==> config.mk <==
export PLATFORM = sky130hd
export DESIGN_NAME = logic_cluster_flat
export DESIGN_NICKNAME = d
export VERILOG_FILES = /design/src/rtl/logic_cluster_pkg.sv /design/src/rtl/logic_cluster_if.sv /design/src/rtl/logic_cluster_ble.sv /design/src/rtl/logic_cluster.sv /design/src/flat_wrapper.sv
export SDC_FILE = /design/constraint.sdc
export NUM_CORES = 1
export LEC_CHECK = 0
export BUFFER_PORTS_ARGS = -buffer_cell sky130_fd_sc_hd__clkbuf_2
export CAP_MARGIN = 30
export CORE_MARGIN = 8
export CORE_UTILIZATION = 25
export CTS_BUF_LIST = sky130_fd_sc_hd__clkbuf_2 sky130_fd_sc_hd__clkbuf_4 sky130_fd_sc_hd__clkbuf_8
export CTS_CLUSTER_SIZE = 12
export DETAILED_ROUTE_END_ITERATION = 6
export PLACE_DENSITY = 0.47
export REMOVE_ABC_BUFFERS = 1
export SYNTH_ARGS = -nofsm -noshare
export SYNTH_HDL_FRONTEND = slang
export SYNTH_SLANG_ARGS = --single-unit
==> constraint.sdc <==
create_clock -name clk -period 4.75 [get_ports clk]
set_input_delay 0.95 -clock clk [delete_from_list [all_inputs] [get_ports clk]]
set_output_delay 0.95 -clock clk [all_outputs]
set_load 0.01 [all_outputs]
==> src/rtl/logic_cluster_pkg.sv <==
// logic_cluster_pkg: derived widths, config-field offsets and direction indices for logic_cluster.
// LOGIC_CLUSTER_FF_INIT_EN adds one init bit to the top of every BLE field.
package logic_cluster_pkg;
  localparam int DIR_LEFT  = 0;
  localparam int DIR_RIGHT = 1;
  localparam int DIR_UP    = 2;
  localparam int DIR_DOWN  = 3;
`ifdef LOGIC_CLUSTER_FF_INIT_EN
  localparam int INIT_BITS = 1;
`else
  localparam int INIT_BITS = 0;
`endif
  function automatic int clog2(input int v);
    int r;
    r = 0;
    while ((1 << r) < v) r++;
    return r;
  endfunction
  function automatic int sel_w(input int n, input int w);
    return clog2(4 * w + n);
  endfunction
  function automatic int idx_w(input int n);
    return n > 1 ? clog2(n) : 1;
  endfunction
  function automatic int ble_bits(input int k, input int n, input int w);
    return (1 << k) + 1 + k * sel_w(n, w) + INIT_BITS;
  endfunction
  function automatic int cfg_bits(input int k, input int n, input int w);
    return n * ble_bits(k, n, w) + 4 * (1 + idx_w(n));
  endfunction
  function automatic int sel_off(input int k, input int n, input int w, input int j);
    return (1 << k) + 1 + j * sel_w(n, w);
  endfunction
  function automatic int dir_off(input int k, input int n, input int w, input int d);
    return n * ble_bits(k, n, w) + d * (1 + idx_w(n));
  endfunction
endpackage

==> src/rtl/logic_cluster_if.sv <==
// logic_cluster_if: routing buses, config chain and direction outputs of one cluster tile.
interface logic_cluster_if #(parameter int W = 4);
  logic [W-1:0] left_in, right_in, up_in, down_in;
  logic cfg_en, cfg_din, cfg_commit;
  logic cfg_dout, cfg_ready, cfg_err, cfg_active;
  logic left, right, up, down;
  modport master (
    output left_in, right_in, up_in, down_in, cfg_en, cfg_din, cfg_commit,
    input  cfg_dout, cfg_ready, cfg_err, cfg_active, left, right, up, down
  );
  modport slave (
    input  left_in, right_in, up_in, down_in, cfg_en, cfg_din, cfg_commit,
    output cfg_dout, cfg_ready, cfg_err, cfg_active, left, right, up, down
  );
endinterface

==> src/rtl/logic_cluster_ble.sv <==
// cluster_ble: K-input LUT with output FF, ff_sel output mux and optional init load on commit.
module cluster_ble #(
  parameter int K = 4
) (
  input  logic            clk,
  input  logic            reset,
  input  logic [2**K-1:0] truth,
  input  logic            ff_sel,
  input  logic            init,
  input  logic            load_init,
  input  logic [K-1:0]    lut_in,
  output logic            q,
  output logic            ble_out
);
  logic lut_o;
  assign lut_o = truth[lut_in];
  assign ble_out = ff_sel ? q : lut_o;
  always_ff @(posedge clk) begin
    if (reset) q <= 1'b0;
    else q <= load_init ? init : lut_o;
  end
endmodule

==> src/rtl/logic_cluster.sv <==
// logic_cluster: N BLEs with routed LUT inputs, direction outputs and a shadow config chain.
// LOGIC_CLUSTER_FF_INIT_EN: each BLE FF loads a configured init bit on every successful commit.
module logic_cluster
  import logic_cluster_pkg::*;
#(
  parameter int K = 4,
  parameter int N = 2,
  parameter int W = 4
) (
  input logic clk,
  input logic reset,
  logic_cluster_if.slave bus
);
  localparam int SELW     = sel_w(N, W);
  localparam int IDXW     = idx_w(N);
  localparam int BLE_BITS = ble_bits(K, N, W);
  localparam int CFG_BITS = cfg_bits(K, N, W);
  localparam int CNTW     = clog2(CFG_BITS + 1);
  localparam int SRC_PAD  = 2**SELW;
  localparam int BLE_PAD  = 2**IDXW;
  logic [CFG_BITS-1:0] shadow, active;
  logic [CNTW-1:0]     cnt;
  logic                commit_ok;
  logic [N-1:0]        ble_q, ble_out;
  logic [SRC_PAD-1:0]  src;
  logic [BLE_PAD-1:0]  ble_sel;
  logic [3:0]          dir_out;
  assign bus.cfg_ready = cnt == CNTW'(CFG_BITS);
  assign bus.cfg_dout  = shadow[0];
  assign commit_ok     = bus.cfg_commit & bus.cfg_ready;
  // zero padding makes out-of-range selects and BLE indices read constant 0
  assign src     = SRC_PAD'({ble_q, bus.down_in, bus.up_in, bus.right_in, bus.left_in});
  assign ble_sel = BLE_PAD'(ble_out);
  always_ff @(posedge clk) begin
    if (reset) begin
      shadow         <= '0;
      active         <= '0;
      cnt            <= '0;
      bus.cfg_err    <= 1'b0;
      bus.cfg_active <= 1'b0;
    end else begin
      if (bus.cfg_en) shadow <= {bus.cfg_din, shadow[CFG_BITS-1:1]};
      if (commit_ok) begin
        active         <= shadow;
        cnt            <= CNTW'(bus.cfg_en);
        bus.cfg_active <= 1'b1;
      end else if (bus.cfg_en && !bus.cfg_ready) begin
        cnt <= cnt + 1'b1;
      end
      bus.cfg_err <= bus.cfg_commit & ~bus.cfg_ready;
    end
  end
  for (genvar i = 0; i < N; i++) begin : g_ble
    localparam int B = i * BLE_BITS;
    logic [K-1:0] lut_in;
    logic         init, load_init;
    for (genvar j = 0; j < K; j++) begin : g_in
      assign lut_in[j] = src[active[B + sel_off(K, N, W, j) +: SELW]];
    end
`ifdef LOGIC_CLUSTER_FF_INIT_EN
    assign init      = active[B + BLE_BITS - 1];
    assign load_init = commit_ok;
`else
    assign init      = 1'b0;
    assign load_init = 1'b0;
`endif
    cluster_ble #(.K(K)) u_ble (
      .clk      (clk),
      .reset    (reset),
      .truth    (active[B +: 2**K]),
      .ff_sel   (active[B + 2**K]),
      .init     (init),
      .load_init(load_init),
      .lut_in   (lut_in),
      .q        (ble_q[i]),
      .ble_out  (ble_out[i])
    );
  end
  for (genvar i = 0; i < 4; i++) begin : g_dir
    localparam int D = dir_off(K, N, W, i);
    logic [IDXW-1:0] idx;
    assign idx        = active[D + 1 +: IDXW];
    assign dir_out[i] = active[D] & ble_sel[idx];
  end
  assign bus.left  = dir_out[DIR_LEFT];
  assign bus.right = dir_out[DIR_RIGHT];
  assign bus.up    = dir_out[DIR_UP];
  assign bus.down  = dir_out[DIR_DOWN];
endmodule

==> src/flat_wrapper.sv <==
// flat-port wrapper written by rule: the top's interface ports become plain ports
module logic_cluster_flat import logic_cluster_pkg::*;
#(
  parameter int K = 4,
  parameter int N = 2,
  parameter int W = 4
)
  (clk, reset, bus_left_in, bus_right_in, bus_up_in, bus_down_in, bus_cfg_en, bus_cfg_din, bus_cfg_commit, bus_cfg_dout, bus_cfg_ready, bus_cfg_err, bus_cfg_active, bus_left, bus_right, bus_up, bus_down);
  logic_cluster_if #(.W(W)) bus_i ();
  input logic clk;
  input logic reset;
  input wire logic [$bits(bus_i.left_in)-1:0] bus_left_in;
  input wire logic [$bits(bus_i.right_in)-1:0] bus_right_in;
  input wire logic [$bits(bus_i.up_in)-1:0] bus_up_in;
  input wire logic [$bits(bus_i.down_in)-1:0] bus_down_in;
  input wire logic [$bits(bus_i.cfg_en)-1:0] bus_cfg_en;
  input wire logic [$bits(bus_i.cfg_din)-1:0] bus_cfg_din;
  input wire logic [$bits(bus_i.cfg_commit)-1:0] bus_cfg_commit;
  output wire logic [$bits(bus_i.cfg_dout)-1:0] bus_cfg_dout;
  output wire logic [$bits(bus_i.cfg_ready)-1:0] bus_cfg_ready;
  output wire logic [$bits(bus_i.cfg_err)-1:0] bus_cfg_err;
  output wire logic [$bits(bus_i.cfg_active)-1:0] bus_cfg_active;
  output wire logic [$bits(bus_i.left)-1:0] bus_left;
  output wire logic [$bits(bus_i.right)-1:0] bus_right;
  output wire logic [$bits(bus_i.up)-1:0] bus_up;
  output wire logic [$bits(bus_i.down)-1:0] bus_down;
  assign bus_i.left_in = bus_left_in;
  assign bus_i.right_in = bus_right_in;
  assign bus_i.up_in = bus_up_in;
  assign bus_i.down_in = bus_down_in;
  assign bus_i.cfg_en = bus_cfg_en;
  assign bus_i.cfg_din = bus_cfg_din;
  assign bus_i.cfg_commit = bus_cfg_commit;
  assign bus_cfg_dout = bus_i.cfg_dout;
  assign bus_cfg_ready = bus_i.cfg_ready;
  assign bus_cfg_err = bus_i.cfg_err;
  assign bus_cfg_active = bus_i.cfg_active;
  assign bus_left = bus_i.left;
  assign bus_right = bus_i.right;
  assign bus_up = bus_i.up;
  assign bus_down = bus_i.down;
  logic_cluster #(.K(K), .N(N), .W(W)) u_core (.clk(clk), .reset(reset), .bus(bus_i));
endmodule
==> out/qor_table.md <==
| Quantity | Value | Unit |
|---|---|---|
| Share of Yosys cell area claimed by the top area cell type | 43.3 | % |
| Class of the worst hold path | reg -> reg | - |
| Number of distinct library cells after synthesis | 66 | - |
| Lkg Pwr | 3.19 | nW |
| Filler Cell Count | 3427 | - |
| Post-route ant nets | 0 | - |
| Clock transition at the registers of the reported paths | 90 | ps |
| Startpoint of the lowest-slack register-to-register path | u_core.cnt[0] | - |
| Cell count after synthesis | 910 | - |
| Sequential cell area fraction in the yosys report | 43.3 | % |
| Peak ir drop on the vdd network | 168 | uV |
| Critical Setup Path Class | in -> out | - |
| Initial DRC Count | 396 | - |
| Finished Cell Area | 9130 | sq um |
| Top cells by count, synth | sky130_fd_sc_hd__nand2_1, sky130_fd_sc_hd__dfxtp_1, sky130_fd_sc_hd__mux2i_1 | - |
| H-Tree Level Count | 4 | - |
| End of the worst hold path | u_core.active[11] | - |
| DPL Wire Length | 13.6 | mm |
| Final Cycle Share | 95.9 | % |
| Cell chosen for the clock root | sky130_fd_sc_hd__clkbuf_8 | - |
| Most repeated library cell on the critical path | sky130_fd_sc_hd__clkbuf_2 | - |
| Number of max-capacitance violations reported | 0 | - |
| Ys Warns | 0 | - |
| GRT overflow | 0 | - |
| Maximum operating frequency | 0.219 | GHz |
| Total core area | 32200 | sq um |
| Total detailed-routing wirelength | 20.2 | mm |
| DRC | 0 | - |
| PostCTS Resize Cnt | 0 | - |
| Kind of cell with the highest combined delay on the critical path | compound AO/OA/AOI/OAI gates | - |
| Fin cells | 1334 | - |
| Final Hold Violating Endpoints | 0 | - |
| IO Count | 29 | - |
| Number of vias after detailed routing | 6288 | - |
| Final max-slew violation count | 0 | - |
| Sum of negative setup slack | 0 | ps |
| CTS max path bufs | 2 | - |
| Layout cell share with drive strength beyond 1 | 12.2 | % |
| Internal reg-to-reg setup slack | 1990 | ps |
| Post-synthesis register bit count | 175 | - |
| First-pass GRT wire length | 33.2 | mm |
| Overall fraction of global-route tracks in use | 10.8 | % |
| Leading area contributor after synthesis | sky130_fd_sc_hd__dfxtp_1 | - |
| Post-Synthesis Cell Area | 8080 | sq um |
| Total buffers and inverters traversed by the critical path | 3 | - |
| Worst slew pin tran | 891 | ps |
| Ordered cell list for the critical path | clkbuf_2 -> mux4_1 -> a22oi_2 -> o311ai_4 -> or4_1 -> a31oi_2 -> nor4_1 -> buf_4 -> o311ai_1 -> o31ai_1 -> clkbuf_2 | - |
| Type of element launching the critical path | input port | - |
| Cell with the biggest individual delay on the critical path | sky130_fd_sc_hd__mux4_1 | - |
| Effective utilization at floorplan | 25.1 | % |
| Vias/cell | 4.71 | - |
| Slew HR | 40.4 | % |
| Count leader, synth | sky130_fd_sc_hd__nand2_1 | - |
| TritonCTS clock tree | built | - |
| Fin crit period | 4560 | ps |
| Placed instance count | 1301 | - |
| Number of antenna violations at the first check in global routing | 0 | - |
| Top cells by area, synth | sky130_fd_sc_hd__dfxtp_1, sky130_fd_sc_hd__mux2i_1, sky130_fd_sc_hd__nand2_1 | - |
| R2R depth | 8 | - |
| Mean instance size in the synthesized netlist | 8.88 | sq um |
| Clock Skews | 22.1 | ps |
| Result of the run | finished clean | - |
| Vias in the first global route | 5948 | - |
| Power per standard cell area | 300 | nW/um^2 |
| Antenna diode instance count | 0 | - |
| Drt first pass iters | 4 | - |
| Multi-input gate area | 4290 | sq um |
| Post-CTS Repair Setup Buffers | 0 | - |
| Final weighted congestion in routability-driven placement | 0.792 | - |
| Std-Cell Rows | 66 | - |
| Die H | 196 | um |
| Start point of the worst min-delay path | u_core.active[11] | - |
| Final Power | 0.00274 | W |
| FF+latch area | 3500 | sq um |
| Biggest fanout along the worst timing path | 8 | - |
| Final setup violating endpoints | 0 | - |
| Wire length per cell after detailed routing | 15.2 | um |
| Count of cells along the worst hold path | 2 | - |
| Number of enable flip-flop cells after synthesis | 0 | - |
| Critical path data arrival time | 3610 | ps |
| Clock Latency Late Sink | 480 | ps |
| Worst r2r dst | u_core.active[54] | - |
| Highest cell delay on the worst timing path | 580 | ps |
| CTS buffer count | 17 | - |
| Leading register cell type out of synthesis | sky130_fd_sc_hd__dfxtp_1 | - |
| Area overhead of the layout relative to synthesis | 12.9 | % |
| Floorplan die width | 196 | um |
| Die area | 38300 | sq um |
| Clk sinks | 175 | - |
| PortBufs | 28 | - |
| Final-stage net count | 936 | - |
| Async set-or-reset flop fraction in the synthesized netlist | 0 | % |
| Sort of element at the end of the critical path | primary output | - |
| Pin count of the biggest net entering global routing | 107 | - |
| Number of hold-repair buffers added at the cts stage | 0 | - |
| Data required time at the worst endpoint | 3800 | ps |
| Total placed instance area | 8670 | sq um |
## metrics by stage
step                      util [%]  hold slack (ps)  setup WS, ps
after global routing          28.3              467         -2.49
final                         28.3              457           193
after floorplan                  -              425           727
after CTS                     28.2              460           179
after detailed placement      26.9              447           189
after global placement        26.8              442           181
## tightest hold or removal path, cell delays in order, from the launching register on
cell and delay [ps]:
sky130_fd_sc_hd__dfxtp_1 320, sky130_fd_sc_hd__nand2_1 50, sky130_fd_sc_hd__a21oi_1 50
## layout make-up
| type | count | share of cell area (%) |
|---|---|---|
| repair buffers | 49 | 3.93 |
| multi-input cells | 654 | 47.0 |
| well taps | 408 | 5.59 |
| clock inverters | 13 | 1.67 |
| inverters | 16 | 0.658 |
| flip-flops and latches | 175 | 38.4 |
| clock buffers | 19 | 2.80 |
## layer usage
layer,track usage [%],up-vias,share of wire [%]
met1,14.5,3025,50
met5,0,-,0
met2,17.1,72,47
met3,2.28,13,2.7
met4,3.17,0,0.99
li1,-,3178,-
## report_power, final
| part | internal (W) | switching [W] |
|---|---|---|
| Clock | 0.000500 | 0.000592 |
| Combinational | 0.0000679 | 0.0000981 |
| Sequential | 0.00147 | 0.00000781 |
## kinds of logic after synthesis
kind of cell	after synthesis	share of synthesized area [%]
compound gates	152	12.2
xor+xnor	5	0.542
fa+ha+maj	2	0.310
buf+inv	81	3.95
flops	175	43.3
mux	145	21.0
simple gates	350	18.7
## layout by cell type, fill, tap and decap left out, types with 5 or more instances in the layout
cell type / synthesis / final
sky130_fd_sc_hd__nand2_1: 182 / 181
sky130_fd_sc_hd__dfxtp_1: 175 / 175
sky130_fd_sc_hd__mux2i_1: 110 / 110
sky130_fd_sc_hd__nor2_1: 96 / 96
sky130_fd_sc_hd__a21oi_1: 85 / 85
sky130_fd_sc_hd__clkbuf_2: 0 / 26
sky130_fd_sc_hd__buf_4: 0 / 19
sky130_fd_sc_hd__clkbuf_8: 0 / 18
sky130_fd_sc_hd__inv_1: 15 / 15
sky130_fd_sc_hd__mux4_2: 15 / 15
sky130_fd_sc_hd__nand2b_1: 13 / 13
sky130_fd_sc_hd__mux2_1: 12 / 12
sky130_fd_sc_hd__nor2b_1: 9 / 9
sky130_fd_sc_hd__nor3_1: 8 / 8
sky130_fd_sc_hd__o31ai_1: 9 / 8
sky130_fd_sc_hd__o21ai_0: 7 / 7
sky130_fd_sc_hd__nor3b_1: 6 / 6
sky130_fd_sc_hd__mux2_2: 6 / 6
sky130_fd_sc_hd__nand3_1: 6 / 6
sky130_fd_sc_hd__nor4_1: 5 / 5
## worst max path at each step
stage / from / cells past startpoint / endpoint
final: bus_down_in[2] / 11 / bus_right
after CTS: u_core.active[22] / 10 / bus_right
after floorplan: bus_up_in[2] / 8 / bus_down
after global placement: bus_up_in[3] / 11 / bus_left
after detailed placement: bus_down_in[2] / 11 / bus_right
after global routing: bus_down_in[2] / 11 / bus_right
## flip-flops by register name, summed over array words and instances (netlist names)
| name | cells |
|---|---|
| u_core.active | 82 |
| u_core.shadow | 82 |
| u_core.cnt | 7 |
| u_core.g_ble.u_ble.q | 2 |
| u_core.bus.cfg_active | 1 |
| u_core.bus.cfg_err | 1 |
Note: power is estimated with default switching activity, not from simulation.
